==> src/rtl/spi_frame_master.sv <==
// SPI master for the 10-bit command frame protocol (idle-low, check bit, 10 frame bits, tail, optional read).
// Optional define SPI_FRAME_MASTER_SEQ_CHECK_EN rejects reads issued before an address load.
module spi_frame_master #(
  parameter int unsigned RD_WAIT = 3,
  parameter int unsigned GAP     = 2
) (
  input  logic       clk,
  input  logic       rst_n,
  input  logic [9:0] cmd_data,
  input  logic       cmd_valid,
  output logic       cmd_ready,
  output logic       SS_n,
  output logic       MOSI,
  input  logic       MISO,
  output logic [7:0] rd_data,
  output logic       rd_valid,
  output logic       busy,
  output logic       seq_err
);

  localparam logic [2:0] S_IDLE  = 3'd0;
  localparam logic [2:0] S_START = 3'd1;
  localparam logic [2:0] S_CMD   = 3'd2;
  localparam logic [2:0] S_SHIFT = 3'd3;
  localparam logic [2:0] S_TAIL  = 3'd4;
  localparam logic [2:0] S_WAIT  = 3'd5;
  localparam logic [2:0] S_READ  = 3'd6;
  localparam logic [2:0] S_GAP   = 3'd7;

  localparam logic [3:0] RD_WAIT_LAST = 4'(RD_WAIT - 1);
  localparam logic [3:0] GAP_LAST     = 4'(GAP - 1);

  logic [2:0] state_q, state_d;
  logic [3:0] cnt_q, cnt_d;
  logic [9:0] sh_q, sh_d;
  logic [1:0] op_q, op_d;
  logic       ss_n_q, ss_n_d;
  logic       mosi_q, mosi_d;
  logic       rd_win_q, rd_last_q;
  logic [7:0] rx_q, rd_data_q;
  logic       rd_valid_q;
  logic       accept;
  logic       skip;

  assign accept = cmd_valid & (state_q == S_IDLE);

`ifdef SPI_FRAME_MASTER_SEQ_CHECK_EN
  logic addr_loaded_q;
  logic err_pend_q;
  logic seq_err_q;

  assign skip = accept & (cmd_data[9:8] == 2'b11) & ~addr_loaded_q;

  // Address-loaded tracking and one-cycle sequence error pulse (lands at E+1).
  always_ff @(posedge clk or negedge rst_n) begin
    if (!rst_n) begin
      addr_loaded_q <= 1'b0;
      err_pend_q    <= 1'b0;
      seq_err_q     <= 1'b0;
    end else begin
      err_pend_q <= skip;
      seq_err_q  <= err_pend_q;
      if ((state_q == S_TAIL) && (op_q == 2'b10)) begin
        addr_loaded_q <= 1'b1;
      end else if ((state_q == S_READ) && (cnt_q == 4'd7)) begin
        addr_loaded_q <= 1'b0;
      end else begin
        addr_loaded_q <= addr_loaded_q;
      end
    end
  end

  assign seq_err = seq_err_q;
`else
  assign skip    = 1'b0;
  assign seq_err = 1'b0;
`endif

  // Next-state, counter and frame shifter.
  always_comb begin
    state_d = state_q;
    cnt_d   = cnt_q;
    sh_d    = sh_q;
    op_d    = op_q;
    case (state_q)
      S_IDLE: begin
        if (accept) begin
          sh_d    = cmd_data;
          op_d    = cmd_data[9:8];
          cnt_d   = 4'd0;
          state_d = skip ? S_GAP : S_START;
        end else begin
          state_d = S_IDLE;
        end
      end
      S_START: state_d = S_CMD;
      S_CMD: begin
        state_d = S_SHIFT;
        cnt_d   = 4'd0;
      end
      S_SHIFT: begin
        sh_d = {sh_q[8:0], 1'b0};
        if (cnt_q == 4'd9) begin
          state_d = S_TAIL;
          cnt_d   = 4'd0;
        end else begin
          cnt_d = cnt_q + 4'd1;
        end
      end
      S_TAIL: begin
        cnt_d   = 4'd0;
        state_d = (op_q == 2'b11) ? S_WAIT : S_GAP;
      end
      S_WAIT: begin
        if (cnt_q == RD_WAIT_LAST) begin
          state_d = S_READ;
          cnt_d   = 4'd0;
        end else begin
          cnt_d = cnt_q + 4'd1;
        end
      end
      S_READ: begin
        if (cnt_q == 4'd7) begin
          state_d = S_GAP;
          cnt_d   = 4'd0;
        end else begin
          cnt_d = cnt_q + 4'd1;
        end
      end
      S_GAP: begin
        if (cnt_q == GAP_LAST) begin
          state_d = S_IDLE;
          cnt_d   = 4'd0;
        end else begin
          cnt_d = cnt_q + 4'd1;
        end
      end
      default: begin
        state_d = S_IDLE;
        cnt_d   = 4'd0;
      end
    endcase
  end

  // Pin values follow the state one cycle later, so SS_n falls at E+1.
  always_comb begin
    ss_n_d = (state_q == S_IDLE) || (state_q == S_GAP);
    case (state_q)
      S_CMD, S_SHIFT: mosi_d = sh_q[9];
      default:        mosi_d = 1'b0;
    endcase
  end

  // State, pin registers and MISO deserialiser aligned with the pin-level READ window.
  always_ff @(posedge clk or negedge rst_n) begin
    if (!rst_n) begin
      state_q    <= S_IDLE;
      cnt_q      <= 4'd0;
      sh_q       <= 10'd0;
      op_q       <= 2'b00;
      ss_n_q     <= 1'b1;
      mosi_q     <= 1'b0;
      rd_win_q   <= 1'b0;
      rd_last_q  <= 1'b0;
      rx_q       <= 8'h00;
      rd_data_q  <= 8'h00;
      rd_valid_q <= 1'b0;
    end else begin
      state_q    <= state_d;
      cnt_q      <= cnt_d;
      sh_q       <= sh_d;
      op_q       <= op_d;
      ss_n_q     <= ss_n_d;
      mosi_q     <= mosi_d;
      rd_win_q   <= (state_q == S_READ);
      rd_last_q  <= (state_q == S_READ) && (cnt_q == 4'd7);
      rd_valid_q <= rd_last_q;
      if (rd_win_q) begin
        rx_q <= {rx_q[6:0], MISO};
      end
      if (rd_last_q) begin
        rd_data_q <= {rx_q[6:0], MISO};
      end
    end
  end

  assign cmd_ready = (state_q == S_IDLE);
  assign busy      = (state_q != S_IDLE);
  assign SS_n      = ss_n_q;
  assign MOSI      = mosi_q;
  assign rd_data   = rd_data_q;
  assign rd_valid  = rd_valid_q;

endmodule

==> config.mk <==
export PLATFORM = sky130hd
export DESIGN_NAME = spi_frame_master
export DESIGN_NICKNAME = d
export VERILOG_FILES = /design/src/rtl/spi_frame_master.sv
export SDC_FILE = /design/constraint.sdc
export NUM_CORES = 1
export LEC_CHECK = 0
export BUFFER_PORTS_ARGS = -buffer_cell sky130_fd_sc_hd__buf_2
export CORE_ASPECT_RATIO = 1.5
export CORE_MARGIN = 1
export CORE_UTILIZATION = 30
export DETAILED_ROUTE_END_ITERATION = 10
export HOLD_SLACK_MARGIN = 0.06
export PLACE_DENSITY_LB_ADDON = 0.12
export SLEW_MARGIN = 20
export SYNTH_ARGS = -nofsm -noshare
export SYNTH_HDL_FRONTEND = slang
export SYNTH_SLANG_ARGS = --single-unit
==> constraint.sdc <==
create_clock -name clk -period 2.2 [get_ports clk]
set_clock_uncertainty 0.05 [all_clocks]
set_input_delay 0.11 -clock clk [delete_from_list [all_inputs] [get_ports clk]]
set_output_delay 0.11 -clock clk [all_outputs]
set_load 0.005 [all_outputs]
After elaboration in Yosys (flattened, before gate mapping) --
Index checks and enable logic that the tools add are counted.
Word-level totals: logic and storage cells 58, output and inout bits 14, register bits after elaboration 39, input bits 14
Operators by class: reductions and logical operators 12, equality and inequality tests 17, add/sub/neg operators 1, bitwise logic cells 1, mux-type cells 16
Operators by type and width (count):
- case mux 3 bit (8 select lines) | 1
- case mux 4 bit (6 select lines) | 1
- 2-to-1 mux 4 bit | 5
- case mux 10 bit (2 select lines) | 1
- equality test 3 bit (second input constant) | 4
- 2-to-1 mux 3 bit | 4
- 2-to-1 mux 10 bit | 1
- inequality test 2 bit (second input constant) | 4
- equality test 3 x 2 -> 1 bit (second input constant) | 2
- AND reduction 2 bit | 3
- nonzero test 6 bit | 1
- adder 4 x 1 -> 4 bit (second input constant) | 1
- equality test 4 x 1 -> 1 bit (second input constant) | 1
- equality test 4 x 2 -> 1 bit (second input constant) | 1
- equality test 4 x 3 -> 1 bit (second input constant) | 1
- equality test 4 bit (second input constant) | 1
- AND reduction 4 bit | 1
- OR reduction 2 bit | 2
- equality test 3 x 1 -> 1 bit (second input constant) | 1
- logical NOT 3 bit | 1
- nonzero test 3 bit | 1
- equality test 2 bit (second input constant) | 1
- 2-to-1 mux 1 bit | 2
- 2-to-1 mux 2 bit | 1
- other kinds (5) | 5

Longest topological paths before layout --
depth in word-level cells 4, gate-level depth with buffers 6, gate-level depth less buffers 5

Least setup slack after synthesis --
No wires, ideal clock.
kind flip-flop to flip-flop, start point reg state_q[0], end point reg sh_q[8], data required time 2024 ps, path slack 778 ps, cell stages (with the launch flop) 6, data arrival time 1246 ps, buffers on the path 1, clock period less this slack 1422 ps, cell sequence dfrtp_1 -> buf_6 -> nand2b_4 -> nor3_4 -> nor2_2 -> a221o_1
On the way: word-level cells in the longest chain between the ends 4
RTL lines:
- start, declared | line 33 | logic [2:0] state_q, state_d;
- start signal, assigned | line 169 | state_q <= state_d;
- logical NOT 3 bit | line 45, 85
- AND 1 bit | line 45 | assign accept = cmd_valid & (state_q == S_IDLE);
- inequality test 2 x 1 -> 1 bit (no line)
- AND reduction 2 bit (no line)
- end signal, assigned | line 159 | sh_q <= 10'd0;
- end signal, assigned | line 171 | sh_q <= sh_d;
- end, declared | line 35 | logic [9:0] sh_q, sh_d;
Parallel ways exist; a longest one is shown, timed or not. A chain may end at the register's enable or synchronous reset.

Worst setup path after layout --
start point reg state_q[2], end point out busy
On the way: word-level cells in the longest chain between the ends 1
RTL lines:
- nonzero test 3 bit | line 188 | assign busy = (state_q != S_IDLE);
- end, declared | line 17 | output logic busy,
No other way between the ends.

==> parameters.txt <==
Parameter                              Value

Die
  Number of top-level pins    28
  Core footprint    5530 um^2
  Die outline height    around 95 um
  Effective utilization at floorplan    31.5%
  Chip Width    64.2 um
  Row Count    33
  Area of the die    6120 um^2

GRT
  Remaining global-route overflow    0
  Maximum number of pins on one net before global-route repair    40
  Wire length of the first global-routing pass    between 5000 and 6000 um
  Aggregate global-route resource usage    about an eighth
  Via count of the first global-routing pass    1159
  Initial antenna violation count    0

Synthesis
  Count of distinct cell types in the synthesized netlist    41
  Synthesized-area fraction occupied by adder cells    approximately 2.2%
  Fraction of synthesized cell area in xor and xnor cells    just over 1%
  Syn_area_per_cell    ~12 um^2
  FFs w/ async S/R, synth    100%
  Multiplexer fraction of the synthesized cell area    between 9 and 10%
  Count of flip-flops with a built-in enable after synthesis    0
  Share of the synthesized area in compound gates (AO/OA/AOI/OAI)    between 10% and 20%
  Primary flip-flop cell chosen by synthesis mapping    dfrtp_1
  Post-synth net total    between 150 and 200
  Seq/Total Area, Yosys    around 56%
  Dominant combinational cell family by area after synthesis    simple AND/OR/NAND/NOR gates
  Area fraction in and, or, nand and nor cells after synthesis    between 10% and 20%
  Count of state elements after synthesis    39
  Summed instance area of the synthesized netlist    about 1700 um^2
  Synth Instances    149
  Synth Warn #    0

Route
  DRC errors left    0
  Vias per Instance    between 4 and 5
  1st-pass router iterations    4
  Final ANT Viol Nets    0
  Total wire length    about 3400 um
  First-iteration detailed-routing DRC count    31
  Total vias in the final route    1213
  Average routed wire per standard cell    13.4 um
  WL met2    ~1600 um
  WL met3    between 100 and 150 um
  Routed length on met1    ~1500 um
  Highest routed layer    met4

Placement
  Final weighted congestion of routability-driven global placement    between 0.8 and 0.9
  Detailed-placement wirelength estimate    approximately 2500 um
  Total instance count after detailed placement    around 240
  Buffers added on ports    26
  Worst setup timing slack at the placement stage    0.541 ns

Setup path
  Register-to-Register Setup Slack    between 0.5 and 0.6 ns
  Slowest CP cell    dfrtp_1
  CP Buf/Inv Count    2
  CP Launch Type    flop
  Kind of critical path    flop to output port
  Kind of end point of the critical path    output port
  Arrival time reported for the critical path endpoint    1.51 ns
  Worst-path fanout max    14
  Largest stage delay on the critical path    slightly below 0.6 ns
  WP data required    a little over 2 ns
  Worst path cell trace    nor3_1, inv_1, buf_2
  Family of cells with the greatest summed delay on the critical path    flip-flops

Clock tree
  Number of sinks on the clock net    39
  Clock tree from TritonCTS    yes
  Cell at the root of the clock tree    clkbuf_8
  Bufs on Longest Clock Path    2
  H-tree depth reported by CTS    2
  CTS clk-pin slew, worst paths    around 0.080 ns
  Cts bufs inserted    5
  Number of cells upsized or downsized after cts    0
  Source-to-sink clock delay at the later pin of the worst-skew pair    0.29 ns

Power
  Leak Pwr    around 1.0 nW
  Highest ir drop seen on vdd    0.426 mV
  Power Internal    ~1.7 mW
  Clock network fraction of total power    ~22%
  PD cells    about 1300 nW/um^2
  Net Sw Frac    between 30% and 40%
  Sw power    approximately 0.94 mW
  Pwr Total    between 2 and 3 mW
  Combinational cell fraction of total power    between 30% and 40%
  Share of power burned in registers    between 40% and 50%

STA
  Setup repair after global routing missed its margin    false
  Total count of max-transition violations in the final report    0
  Total negative setup slack    0 ns
  Relative slew margins    between 40% and 50%
  Clock period minus final worst setup slack    between 1.5 and 2 ns
  Maximum clock frequency    approximately 0.60 GHz
  Hold Fails Final Rpt    0
  Final setup violation count    0
  Final worst-path setup slack    around 0.53 ns
  Worst Tran Pin Value    between 0.8 and 0.9 ns
  Final critical-path share of the clock period    between 70% and 80%

Layout
  Net count reported at finish    around 200
  Antenna cell count    0
  Layout area overhead    19.2%
  Util after Layout    between 30% and 40%
  Final cell count without fillers    between 200 and 300
  Share of layout cells above drive strength 1    about a third

Hold path
  Path class of the lowest-slack min-delay path    input pin to flop

Flow run
  Max_cap viols    0

Status
  Outcome    completed
## layer usage
layer / track usage [%] / up-vias
met2: 20.0 / 27
met3: 2.99 / 5
met5: 0 / -
met1: 14.3 / 605
met4: 5.56 / 0
li1: - / 576
## synthesized netlist by cell type, drive strengths merged, types with 2 or more instances
cell type   n  area [um^2]
a31oi       2         18.8
inv         6         22.5
a21oi       3         15.0
nor3       12         71.3
a21o        2         15.0
buf         4         35.0
and3        2         12.5
a221o       2         20.0
o22ai       7         43.8
mux2       15          169
nand2      10         45.0
xor2        2         17.5
nand3       2         10.0
dfrtp      38          951
nor2       18         75.1
clkbuf      4         16.3
ha          3         37.5
## metrics by stage
| step | hold WS (ns) | area, um^2 |
|---|---|---|
| after detailed placement | 0.220 | 1920 |
| final | 0.0656 | 2080 |
| after global routing | 0.0795 | 2080 |
| after global placement | 0.218 | 1920 |
| after floorplan | -0.236 | 1740 |
| after CTS | 0.0613 | 2080 |
## registers in the layout, indices dropped and copies added (netlist names), 2 cells and up
signal and flops:
cnt_q 4, op_q 2, rx_q 7, state_q 3
sh_q 10, rd_data 8
## cell families (layout without fill, tap and decap cells)
family          after synthesis  count (layout)
flops                        39              39
buf+inv                      14              46
compound gates               25              25
fa+ha+maj                     3               3
simple gates                 50              50
other cells                   1               1
mux                          15              15
xor+xnor                      2               2
## worst register-to-register path, stage by stage, from the launching register on
cell and delay (ns):
dfrtp_1 0.70, xor2_1 0.23, a31oi_2 0.18, nor4_1 0.31
a21oi_1 0.07
## repair_timing
| action | 4_1_cts | 5_1_grt |
|---|---|---|
| setup buffers | 0 | 0 |
| hold endpoints to repair | 42 | 0 |
| endpoints found under the setup margin | 0 | 0 |
| hold buffers | 4 | 0 |
## final timing paths
check	start	end	cells after the start
min	cmd_data[4]	sh_q[4]	3
max	state_q[2]	busy	3
min in group asynchronous	rst_n	sh_q[3]	2
max reg2reg	state_q[2]	cnt_q[0]	4
min reg2reg	op_q[1]	op_q[1]	1
max in group asynchronous	rst_n	rx_q[6]	2
## power by group through the flow
stage          clock [mW]  combinational, mW  sequential (mW)
4_1_cts             0.604              0.858             1.23
2_1_floorplan           0              0.786             1.10
3_3_place_gp            0              0.833             1.24
6_report            0.586              0.839             1.23
3_5_place_dp            0              0.849             1.25
5_1_grt             0.635              0.956             1.28
## layout by cell type, fill, tap and decap left out, drive strengths merged, types with 2 or more instances in the layout
| cell type | n |
|---|---|
| nand2 | 10 |
| a21oi | 3 |
| a221o | 2 |
| nor3 | 12 |
| mux2 | 15 |
| inv | 6 |
| nor2 | 18 |
| o22ai | 7 |
| ha | 3 |
| clkbuf | 5 |
| dlygate4sd3 | 4 |
| clkinv | 2 |
| a31oi | 2 |
| xor2 | 2 |
| a21o | 2 |
| nand3 | 2 |
| and3 | 2 |
| buf | 28 |
| dfrtp | 38 |
## final cells by class
type | count | area (um^2)
well taps | 70 | 87.6
inverters | 6 | 22.5
repair buffers | 32 | 185
fillers | 569 | 3460
clock buffers | 5 | 68.8
flip-flops and latches | 39 | 977
clock inverters | 3 | 43.8
multi-input cells | 96 | 692
Note: power is estimated with default switching activity, not from simulation.
